$ cat config.mk
export PLATFORM = sky130hd
export DESIGN_NAME = fir_channel_arbiter_flat
export DESIGN_NICKNAME = d
export VERILOG_FILES = /design/src/rtl/fir_channel_arbiter_if.sv /design/src/rtl/fir_channel_arbiter.sv /design/src/flat_wrapper.sv
export SDC_FILE = /design/constraint.sdc
export NUM_CORES = 1
export LEC_CHECK = 0
export ABC_AREA = 1
export ABC_CLOCK_PERIOD_IN_PS = 5850
export BUFFER_PORTS_ARGS = -buffer_cell sky130_fd_sc_hd__buf_4
export CAP_MARGIN = 20
export CORE_AREA = 2 2 143 145
export CTS_CLUSTER_DIAMETER = 80
export CTS_CLUSTER_SIZE = 20
export DETAILED_ROUTE_END_ITERATION = 10
export DIE_AREA = 0 0 145 147
export SLEW_MARGIN = 40
export SYNTH_ARGS = -nofsm -noshare
export SYNTH_HDL_FRONTEND = slang
export SYNTH_SLANG_ARGS = --single-unit
$ cat constraint.sdc
create_clock -name i_clk -period 5.85 [get_ports i_clk]
set_input_delay 0.2925 -clock i_clk [delete_from_list [all_inputs] [get_ports i_clk]]
set_output_delay 0.2925 -clock i_clk [all_outputs]
set_load 0.01 [all_outputs]
$ cat src/rtl/fir_channel_arbiter_if.sv
// rtl/fir_channel_arbiter_if.sv - Channel, FIR and result handshake bundle for fir_channel_arbiter
interface fir_channel_arbiter_if #(
    parameter int DATA_WIDTH = 24,
    parameter int CHANNELS   = 4,
    parameter int TAG_DEPTH  = 16
);
    localparam int CH_W  = $clog2(CHANNELS);
    localparam int CNT_W = $clog2(TAG_DEPTH) + 1;

    logic [CHANNELS*DATA_WIDTH-1:0] iv_ch_din;
    logic [CHANNELS-1:0]            iv_ch_din_valid;
    logic [CHANNELS-1:0]            ov_ch_ready;
    logic [DATA_WIDTH-1:0]          ov_fir_din;
    logic                           o_fir_din_valid;
    logic                           i_fir_ready;
    logic [DATA_WIDTH-1:0]          iv_fir_dout;
    logic                           i_fir_dout_valid;
    logic                           o_fir_ready;
    logic [DATA_WIDTH-1:0]          ov_dout;
    logic [CH_W-1:0]                ov_dout_ch;
    logic                           o_dout_valid;
    logic                           i_ready;
    logic [CNT_W-1:0]               ov_inflight;
    logic                           o_tag_err;

    // master: channel sources, FIR and downstream sink; slave: the arbiter
    modport master (
        output iv_ch_din, iv_ch_din_valid, i_fir_ready, iv_fir_dout, i_fir_dout_valid, i_ready,
        input  ov_ch_ready, ov_fir_din, o_fir_din_valid, o_fir_ready, ov_dout, ov_dout_ch,
               o_dout_valid, ov_inflight, o_tag_err
    );

    modport slave (
        input  iv_ch_din, iv_ch_din_valid, i_fir_ready, iv_fir_dout, i_fir_dout_valid, i_ready,
        output ov_ch_ready, ov_fir_din, o_fir_din_valid, o_fir_ready, ov_dout, ov_dout_ch,
               o_dout_valid, ov_inflight, o_tag_err
    );
endinterface

$ cat src/rtl/fir_channel_arbiter.sv
// rtl/fir_channel_arbiter.sv - Round-robin FIR time-sharing arbiter with channel tag FIFO
module fir_channel_arbiter #(
    parameter int DATA_WIDTH = 24,
    parameter int CHANNELS   = 4,
    parameter int TAG_DEPTH  = 16
) (
    input  logic                i_clk,
    input  logic                i_rst,
    input  logic                i_en,
    fir_channel_arbiter_if.slave bus
);
    localparam int CH_W = $clog2(CHANNELS);
    localparam int AW   = $clog2(TAG_DEPTH);
    localparam logic [AW:0]     FULL    = (AW+1)'(TAG_DEPTH);
    localparam logic [CH_W-1:0] LAST_CH = CH_W'(CHANNELS - 1);

    logic [DATA_WIDTH-1:0] ch_word [CHANNELS];
    logic [CH_W-1:0]       rr_ptr;
    logic [CH_W-1:0]       grant;
    logic [CH_W-1:0]       idx;
    logic                  any_valid;
    logic                  can_issue;
    logic                  accept;

    logic [DATA_WIDTH-1:0] fir_din;
    logic                  fir_din_valid;
    logic [DATA_WIDTH-1:0] dout;
    logic [CH_W-1:0]       dout_ch;
    logic                  dout_valid;
    logic                  tag_err;
    logic                  fir_ready;
    logic                  fir_take;
    logic                  tag_pop;

    logic [CH_W-1:0]       tag_mem [TAG_DEPTH];
    logic [AW-1:0]         wr_ptr;
    logic [AW-1:0]         rd_ptr;
    logic [AW:0]           count;

    for (genvar k = 0; k < CHANNELS; k++) begin : g_lane
        assign ch_word[k] = bus.iv_ch_din[k*DATA_WIDTH +: DATA_WIDTH];
    end

    // Scan offsets high to low so the lowest offset from rr_ptr wins.
    always_comb begin
        grant     = '0;
        idx       = '0;
        any_valid = 1'b0;
        for (int i = CHANNELS - 1; i >= 0; i--) begin
            idx = CH_W'((int'(rr_ptr) + i) % CHANNELS);
            if (bus.iv_ch_din_valid[idx]) begin
                grant     = idx;
                any_valid = 1'b1;
            end
        end
    end

    // Occupancy is taken before any same-cycle pop, so a full FIFO blocks issue.
    assign can_issue = i_en & (~fir_din_valid | bus.i_fir_ready) & (count < FULL);
    assign accept    = can_issue & any_valid;

    assign fir_ready = i_en & (~dout_valid | bus.i_ready);
    assign fir_take  = bus.i_fir_dout_valid & fir_ready;
    assign tag_pop   = fir_take & (count != '0);

    always_ff @(posedge i_clk) begin
        if (!i_rst) begin
            rr_ptr        <= '0;
            fir_din       <= '0;
            fir_din_valid <= 1'b0;
            dout          <= '0;
            dout_ch       <= '0;
            dout_valid    <= 1'b0;
            tag_err       <= 1'b0;
            wr_ptr        <= '0;
            rd_ptr        <= '0;
            count         <= '0;
            for (int i = 0; i < TAG_DEPTH; i++) begin
                tag_mem[i] <= '0;
            end
        end else if (i_en) begin
            if (accept) begin
                fir_din         <= ch_word[grant];
                fir_din_valid   <= 1'b1;
                rr_ptr          <= (grant == LAST_CH) ? '0 : grant + 1'b1;
                tag_mem[wr_ptr] <= grant;
                wr_ptr          <= wr_ptr + 1'b1;
            end else if (bus.i_fir_ready) begin
                fir_din_valid <= 1'b0;
            end

            if (tag_pop) begin
                dout       <= bus.iv_fir_dout;
                dout_ch    <= tag_mem[rd_ptr];
                dout_valid <= 1'b1;
                rd_ptr     <= rd_ptr + 1'b1;
            end else if (bus.i_ready) begin
                dout_valid <= 1'b0;
            end

            // A result with no outstanding tag cannot be labelled; drop it and flag.
            if (fir_take && (count == '0)) begin
                tag_err <= 1'b1;
            end

            count <= count + {{AW{1'b0}}, accept} - {{AW{1'b0}}, tag_pop};
        end
    end

    assign bus.ov_ch_ready     = accept ? (CHANNELS'(1) << grant) : '0;
    assign bus.ov_fir_din      = fir_din;
    assign bus.o_fir_din_valid = fir_din_valid;
    assign bus.o_fir_ready     = fir_ready;
    assign bus.ov_dout         = dout;
    assign bus.ov_dout_ch      = dout_ch;
    assign bus.o_dout_valid    = dout_valid;
    assign bus.ov_inflight     = count;
    assign bus.o_tag_err       = tag_err;
endmodule

$ cat src/flat_wrapper.sv
// flat-port wrapper written by rule: the top's interface ports become plain ports
module fir_channel_arbiter_flat 
#(
    parameter int DATA_WIDTH = 24,
    parameter int CHANNELS   = 4,
    parameter int TAG_DEPTH  = 16
)
  (i_clk, i_rst, i_en, bus_iv_ch_din, bus_iv_ch_din_valid, bus_i_fir_ready, bus_iv_fir_dout, bus_i_fir_dout_valid, bus_i_ready, bus_ov_ch_ready, bus_ov_fir_din, bus_o_fir_din_valid, bus_o_fir_ready, bus_ov_dout, bus_ov_dout_ch, bus_o_dout_valid, bus_ov_inflight, bus_o_tag_err);
  fir_channel_arbiter_if #(.DATA_WIDTH(DATA_WIDTH), .CHANNELS(CHANNELS), .TAG_DEPTH(TAG_DEPTH)) bus_i ();
  input  logic i_clk;
  input  logic i_rst;
  input  logic i_en;
  input wire logic [$bits(bus_i.iv_ch_din)-1:0] bus_iv_ch_din;
  input wire logic [$bits(bus_i.iv_ch_din_valid)-1:0] bus_iv_ch_din_valid;
  input wire logic [$bits(bus_i.i_fir_ready)-1:0] bus_i_fir_ready;
  input wire logic [$bits(bus_i.iv_fir_dout)-1:0] bus_iv_fir_dout;
  input wire logic [$bits(bus_i.i_fir_dout_valid)-1:0] bus_i_fir_dout_valid;
  input wire logic [$bits(bus_i.i_ready)-1:0] bus_i_ready;
  output wire logic [$bits(bus_i.ov_ch_ready)-1:0] bus_ov_ch_ready;
  output wire logic [$bits(bus_i.ov_fir_din)-1:0] bus_ov_fir_din;
  output wire logic [$bits(bus_i.o_fir_din_valid)-1:0] bus_o_fir_din_valid;
  output wire logic [$bits(bus_i.o_fir_ready)-1:0] bus_o_fir_ready;
  output wire logic [$bits(bus_i.ov_dout)-1:0] bus_ov_dout;
  output wire logic [$bits(bus_i.ov_dout_ch)-1:0] bus_ov_dout_ch;
  output wire logic [$bits(bus_i.o_dout_valid)-1:0] bus_o_dout_valid;
  output wire logic [$bits(bus_i.ov_inflight)-1:0] bus_ov_inflight;
  output wire logic [$bits(bus_i.o_tag_err)-1:0] bus_o_tag_err;
  assign bus_i.iv_ch_din = bus_iv_ch_din;
  assign bus_i.iv_ch_din_valid = bus_iv_ch_din_valid;
  assign bus_i.i_fir_ready = bus_i_fir_ready;
  assign bus_i.iv_fir_dout = bus_iv_fir_dout;
  assign bus_i.i_fir_dout_valid = bus_i_fir_dout_valid;
  assign bus_i.i_ready = bus_i_ready;
  assign bus_ov_ch_ready = bus_i.ov_ch_ready;
  assign bus_ov_fir_din = bus_i.ov_fir_din;
  assign bus_o_fir_din_valid = bus_i.o_fir_din_valid;
  assign bus_o_fir_ready = bus_i.o_fir_ready;
  assign bus_ov_dout = bus_i.ov_dout;
  assign bus_ov_dout_ch = bus_i.ov_dout_ch;
  assign bus_o_dout_valid = bus_i.o_dout_valid;
  assign bus_ov_inflight = bus_i.ov_inflight;
  assign bus_o_tag_err = bus_i.o_tag_err;
  fir_channel_arbiter #(.DATA_WIDTH(DATA_WIDTH), .CHANNELS(CHANNELS), .TAG_DEPTH(TAG_DEPTH)) u_core (.i_clk(i_clk), .i_rst(i_rst), .i_en(i_en), .bus(bus_i));
endmodule
# Yosys cells after proc, flatten, opt, wreduce, memory -nomap -nowiden
# Memories as Yosys holds them, arrays and structs flattened. A register that Yosys moved wholly into a read port is not among the register bits.
# Cells that the tools add are included.
# classes
n_addsub	8
order_cmp	6
eq_ne	1
shift	1
muxes	33
n_bitwise	11
n_reduce_logical	12
# ops
cell	count
24-bit binary-select mux with 2-bit select	1
24-bit 2-to-1 mux	2
1-bit 2-to-1 mux	18
2-bit by 3-bit less-than comparator with 1-bit output, second input constant	4
2-bit 2-to-1 mux	6
2-bit AND reduction	5
4-bit by 1-bit adder with 4-bit output, second input constant	2
1-bit binary-select mux with 2-bit select	4
4-bit 2-to-1 mux	2
1-bit bitwise AND	6
5-bit by 1-bit adder with 5-bit output	1
5-bit zero test	1
5-bit less-than comparator, second input constant	1
5-bit nonzero test	1
5-bit by 1-bit subtractor with 5-bit output	1
2-bit by 1-bit adder with 2-bit output, second input constant	2
2-bit adder, second input constant	2
2-bit nonzero test	2
1-bit by 2-bit << shifter with 4-bit output, first input constant	1
3-bit greater-or-equal comparator, second input constant	1
2-bit inverter with 3-bit output	1
2-bit equality test, second input constant	1
1-bit inverter	2
1-bit OR	2
3 further kinds	3
# word_totals
ff_bits	66
mem_bits_rw	32
inputBits	130
n_memories	1
# mem_list
name	depth	width	rd	rd_ports_with_merged_regs	wr	line	source
u_core.tag_mem	16	2	1	1	16	fir_channel_arbiter.sv:35	logic [CH_W-1:0] tag_mem [TAG_DEPTH];

# Depth between registers and ports, before layout
# depth
word_depth	14
depth_mapped	20
ltp_nobuf	18

# Worst setup path after synthesis
# Ideal clock, no wire load.
# synth_timing
path_type	register to register
start	register u_core.count[3] (netlist: u_core.bus.ov_inflight[3])
end	register u_core.count[4] (netlist: u_core.bus.ov_inflight[4])
setup_ps	119
arrival_time_ps	2431
slack_ps	3300
path_stages_with_launch	18
n_path_buf	1
period_less_slack_ps	2550
cell_sequence	dfxtp_1 > inv_1 > ha_1 > nand4_1 > nand3_1 > inv_1 > clkbuf_1 > nand2_1 > nand2_1 > ha_1 > fa_1 > a21oi_1 > o21ba_2 > nor2_1 > nor2_1 > nand2_1 > o21ai_0 > a21oi_1
# synth_via
elab_chain_len	5
# synth_rtl
element	line	source
from (decl)	fir_channel_arbiter.sv:38	logic [AW:0] count;
from (signal assigned)	fir_channel_arbiter.sv:106	count <= count + {{AW{1'b0}}, accept} - {{AW{1'b0}}, tag_pop};
5-bit less-than comparator	fir_channel_arbiter.sv:59	assign can_issue = i_en & (~fir_din_valid | bus.i_fir_ready) & (count < FULL);
1-bit bitwise AND	fir_channel_arbiter.sv:59	
1-bit bitwise AND	fir_channel_arbiter.sv:60	assign accept = can_issue & any_valid;
5-bit by 1-bit adder with 5-bit output	fir_channel_arbiter.sv:106	
5-bit by 1-bit subtractor with 5-bit output (*)	fir_channel_arbiter.sv:106	
# Mark *: on every way between the ends. The rest lies on a longest branch, timed or not.
# A chain may end at the register's enable or synchronous reset.

# Worst setup path in the final report
# layout_timing
start	register u_core.rr_ptr[0]
end	output bus_ov_ch_ready[1]
# layout_via
elab_chain_len	9
# layout_rtl
element	line	source
from (decl)	fir_channel_arbiter.sv:18	logic [CH_W-1:0] rr_ptr;
from (signal assigned)	fir_channel_arbiter.sv:85	rr_ptr <= (grant == LAST_CH) ? '0 : grant + 1'b1;
2-bit adder	fir_channel_arbiter.sv:50	idx = CH_W'((int'(rr_ptr) + i) % CHANNELS);
1-bit binary-select mux with 2-bit select	fir_channel_arbiter.sv:51	if (bus.iv_ch_din_valid[idx]) begin
1-bit 2-to-1 mux (implied by the code)	fir_channel_arbiter.sv:51	
2-bit 2-to-1 mux or 1-bit 2-to-1 mux (tied branches) (4 in a row)	fir_channel_arbiter.sv:51	
1-bit by 2-bit << shifter with 4-bit output or 1-bit bitwise AND (tied branches)	fir_channel_arbiter.sv:110, fir_channel_arbiter.sv:60	
4-bit 2-to-1 mux (*)	fir_channel_arbiter.sv:110	assign bus.ov_ch_ready = accept ? (CHANNELS'(1) << grant) : '0;
to (decl)	flat_wrapper.sv:19	output wire logic [$bits(bus_i.ov_ch_ready)-1:0] bus_ov_ch_ready;
# Mark *: on every way between the ends. The rest lies on a longest branch, timed or not. The select of a mux whose other input is x is not followed.

==> key figures <==
Floorplan
  – Placeable Area: between 15000 and 20000 um^2
  – # rows: between 50 and 60
  – Ports: 193
  – Initial Utilization: a little under 30%
  – Die Width: approximately 150 um
  – Die height: ~150 um
  – Die area: 21300 um^2

Critical path
  – FF-to-FF End: u_core.bus.ov_inflight[4]
  – Reg2Reg Depth: 18
  – Crit path buf inv count: 4
  – Data arrival time of the worst path: roughly 3.4 ns
  – Worst path top cell family by delay: buffers and inverters
  – Type of destination of the critical path: output port
  – CP Class: reg -> out
  – Crit-path cells: inv_4 -> nand2_1 -> nand2_1 -> o21ai_0 -> nand2_1 -> nand2_1 -> nand2_1 -> nand2_2 -> clkinv_2 -> ha_1 -> inv_1 -> nor2_1 -> buf_4
  – Startpoint types: flop
  – CP required: 5.56 ns
  – Crit Path Max Fanout: 42
  – Slowest stage cell, crit path: clkinv_2
  – Worst path max stage delay: around 0.74 ns
  – RR Startpoint: u_core.rr_ptr[0]
  – Setup slack, reg-to-reg: around 2.8 ns
  – Most common cell on crit path: nand2_1

Timing
  – Hold WS: roughly 0.17 ns
  – Max-slew violations: 0
  – Worst Setup Slack, final: 2.20 ns
  – Final Cycle Share: 62.4%
  – Slew @ Worst Pin: around 0.71 ns
  – Unrepaired setup endpoints after global routing: no
  – Setup TNS: 0 ns
  – Max Clk Rate: 274 MHz
  – # setup viols final: 0
  – Skew final: between 0.01 and 0.015 ns
  – Slew margin rel.: a little over half
  – Min cycle time layout: approximately 3.6 ns
  – Final Hold Viols: 0

Logic synthesis
  – FF+latch count, synth: 100
  – Post-synth cell types: 26
  – FFs w/ async S/R, synth: 0%
  – Mean Syn Cell Area: around 6.6 um^2
  – Syn_nets: around 1000
  – Syn Std Cell Area: around 5800 um^2
  – Top_reg_cell synth: dfxtp_1
  – Post-synth EDFFs: 32
  – Synth Warn #: 0
  – Sequential area share after synthesis: approximately 40%
  – Post-Syn Instances: 877

Drt
  – Routed Antenna Nets: 0
  – DRC Markers: 0
  – Drt wl/cell: 12.5 um
  – DR iter-0 viols: roughly 240
  – WL final: 16.4 mm
  – DR pass1 iterations: 4
  – Avg Vias per Cell: 4.42
  – Via count: around 5800

CTS
  – H-tree levels: 3
  – Worst-path clk slew: roughly 0.080 ns
  – Clock buffer count from CTS: 9
  – Root buffer cell: clkbuf_16
  – Cts repair resizes: 0
  – Postcts setup bufs: 0
  – CTS tree: built
  – CTS Hold Bufs: 0
  – Clk_lat worst skew: around 0.35 ns
  – Sink Count: 100
  – CTS Buffer Depth: 2

Worst hold path
  – Hold path cells: 3
  – Hold path start: bus_iv_fir_dout[15]
  – Type of the worst min-delay path: in -> reg
  – Hold worst-path end: u_core.bus.ov_dout[15]

Placement
  – Final GP Congestion: approximately 0.84
  – IO buf count: between 150 and 200
  – Dpl ws: roughly 2.8 ns
  – Final HPWL DP: roughly 12 mm

Global routing
  – Initial antenna violation count: 0
  – First-pass GRT wire length: approximately 27 mm
  – Vias in the first global route: about 5500
  – Pin count of the biggest net entering global routing: between 60 and 70
  – Total gr overflow: 0
  – GRT Total Usage: roughly 15%

Final layout
  – Most common cell after layout, fill and taps aside: buf_4
  – Final #Nets: 1181
  – Fillers: 2172
  – Share of cells above drive strength 1: roughly 22%
  – Multi-input logic area: about 2600 um^2
  – Storage element area: roughly 2300 um^2
  – Antenna cells: 0
  – Most frequent cells in the layout: 198 x buf_4, 171 x nor2_1, 158 x inv_1
  – Area Overhead vs Synth: 31.9%

Power
  – Lkg Pwr: between 0.004 and 0.005 uW
  – IR drop worst, VDD: 0.000173 V
  – Cell area power density: roughly 350 nW/um^2

Status
  – Status: finished clean

Job
  – Max-cap violations: 0
layer usage:
metal / track usage [%] / share of wire, % / vias up
met2: 25.7 / 45 / 217
met5: 0 / 0 / -
met4: 5.50 / 1.7 / 0
li1: - / - / 3035
met1: 18.7 / 45 / 2530
met3: 4.81 / 8.4 / 16
stage by stage:
stage	power [uW]	instances	utilization, %	instance area (um^2)
5_1_grt	2940	1311	38.5	7640
6_report	2710	1311	38.5	7640
3_3_place_gp	2150	1295	37.1	7360
3_5_place_dp	2150	1295	37.1	7360
4_1_cts	2740	1311	38.5	7640
2_1_floorplan	1780	877	-	5800
how the worst max path moves through the flow:
stage | to | start | cells past startpoint
6_report | bus_ov_ch_ready[1] | u_core.rr_ptr[0] | 13
5_1_grt | bus_ov_ch_ready[1] | u_core.rr_ptr[0] | 13
4_1_cts | bus_ov_ch_ready[1] | u_core.rr_ptr[0] | 14
3_5_place_dp | bus_ov_ch_ready[1] | u_core.rr_ptr[0] | 14
3_3_place_gp | u_core.bus.ov_inflight[4] | i_en | 14
2_1_floorplan | u_core.bus.ov_inflight[4] | u_core.bus.ov_inflight[3] | 17
state kept, by name, indices dropped and copies added, names as in the netlist:
signal                      cells
u_core.tag_mem                 32
u_core.bus.ov_dout             24
u_core.bus.ov_fir_din          24
u_core.bus.ov_inflight          5
u_core.rd_ptr                   4
u_core.wr_ptr                   4
u_core.bus.ov_dout_ch           2
u_core.rr_ptr                   2
u_core.bus.o_dout_valid         1
u_core.bus.o_fir_din_valid      1
u_core.bus.o_tag_err            1
final cells by class:
| cell class | instances | share of cell area [%] |
|---|---|---|
| multi-input cells | 564 | 34.0 |
| flip-flops and latches | 100 | 30.4 |
| repair buffers | 198 | 19.4 |
| inverters | 163 | 8.05 |
| well taps | 270 | 4.42 |
| clock buffers | 9 | 2.95 |
| clock inverters | 7 | 0.737 |
worst register-to-register path, delay by kind of cell (launching register included):
family | cells | cell delay (ns)
buf+inv | 2 | 0.27
fa+ha+maj | 2 | 0.67
flops | 1 | 0.52
compound gates | 4 | 0.49
simple gates | 10 | 1.00
kinds of logic (layout without fill, tap and decap cells):
kind of cell / after synthesis / count (layout) / synth area share (%)
fa+ha+maj: 15 / 15 / 3.37
simple gates: 457 / 457 / 32.8
buf+inv: 213 / 377 / 15.1
xor+xnor: 2 / 2 / 0.302
flops: 100 / 100 / 40.1
compound gates: 90 / 90 / 8.37
Yosys cell counts, types with 2 or more instances:
| cell | instances | area, um^2 |
|---|---|---|
| edfxtp_1 | 32 | 961 |
| clkbuf_1 | 22 | 82.6 |
| dfxtp_1 | 68 | 1360 |
| buf_4 | 5 | 37.5 |
| buf_6 | 4 | 45.0 |
| o211ai_1 | 10 | 75.1 |
| buf_2 | 19 | 95.1 |
| a21oi_1 | 19 | 95.1 |
| ha_1 | 14 | 175 |
| nor2_1 | 171 | 642 |
| nand4_1 | 2 | 12.5 |
| o21ai_1 | 11 | 55.1 |
| nand3_1 | 131 | 656 |
| inv_1 | 159 | 597 |
| nand2_1 | 147 | 552 |
| nand2_2 | 4 | 25.0 |
| o21ai_0 | 47 | 235 |
| inv_2 | 3 | 11.3 |
| xor2_1 | 2 | 17.5 |
report_power, final:
part / switching, uW / internal [uW] / total, uW
sequential: 59.3 / 809 / 868
clock: 284 / 296 / 579
combinational: 809 / 450 / 1260
total: 1150 / 1550 / 2710
Note: power is estimated with default switching activity, not from simulation.
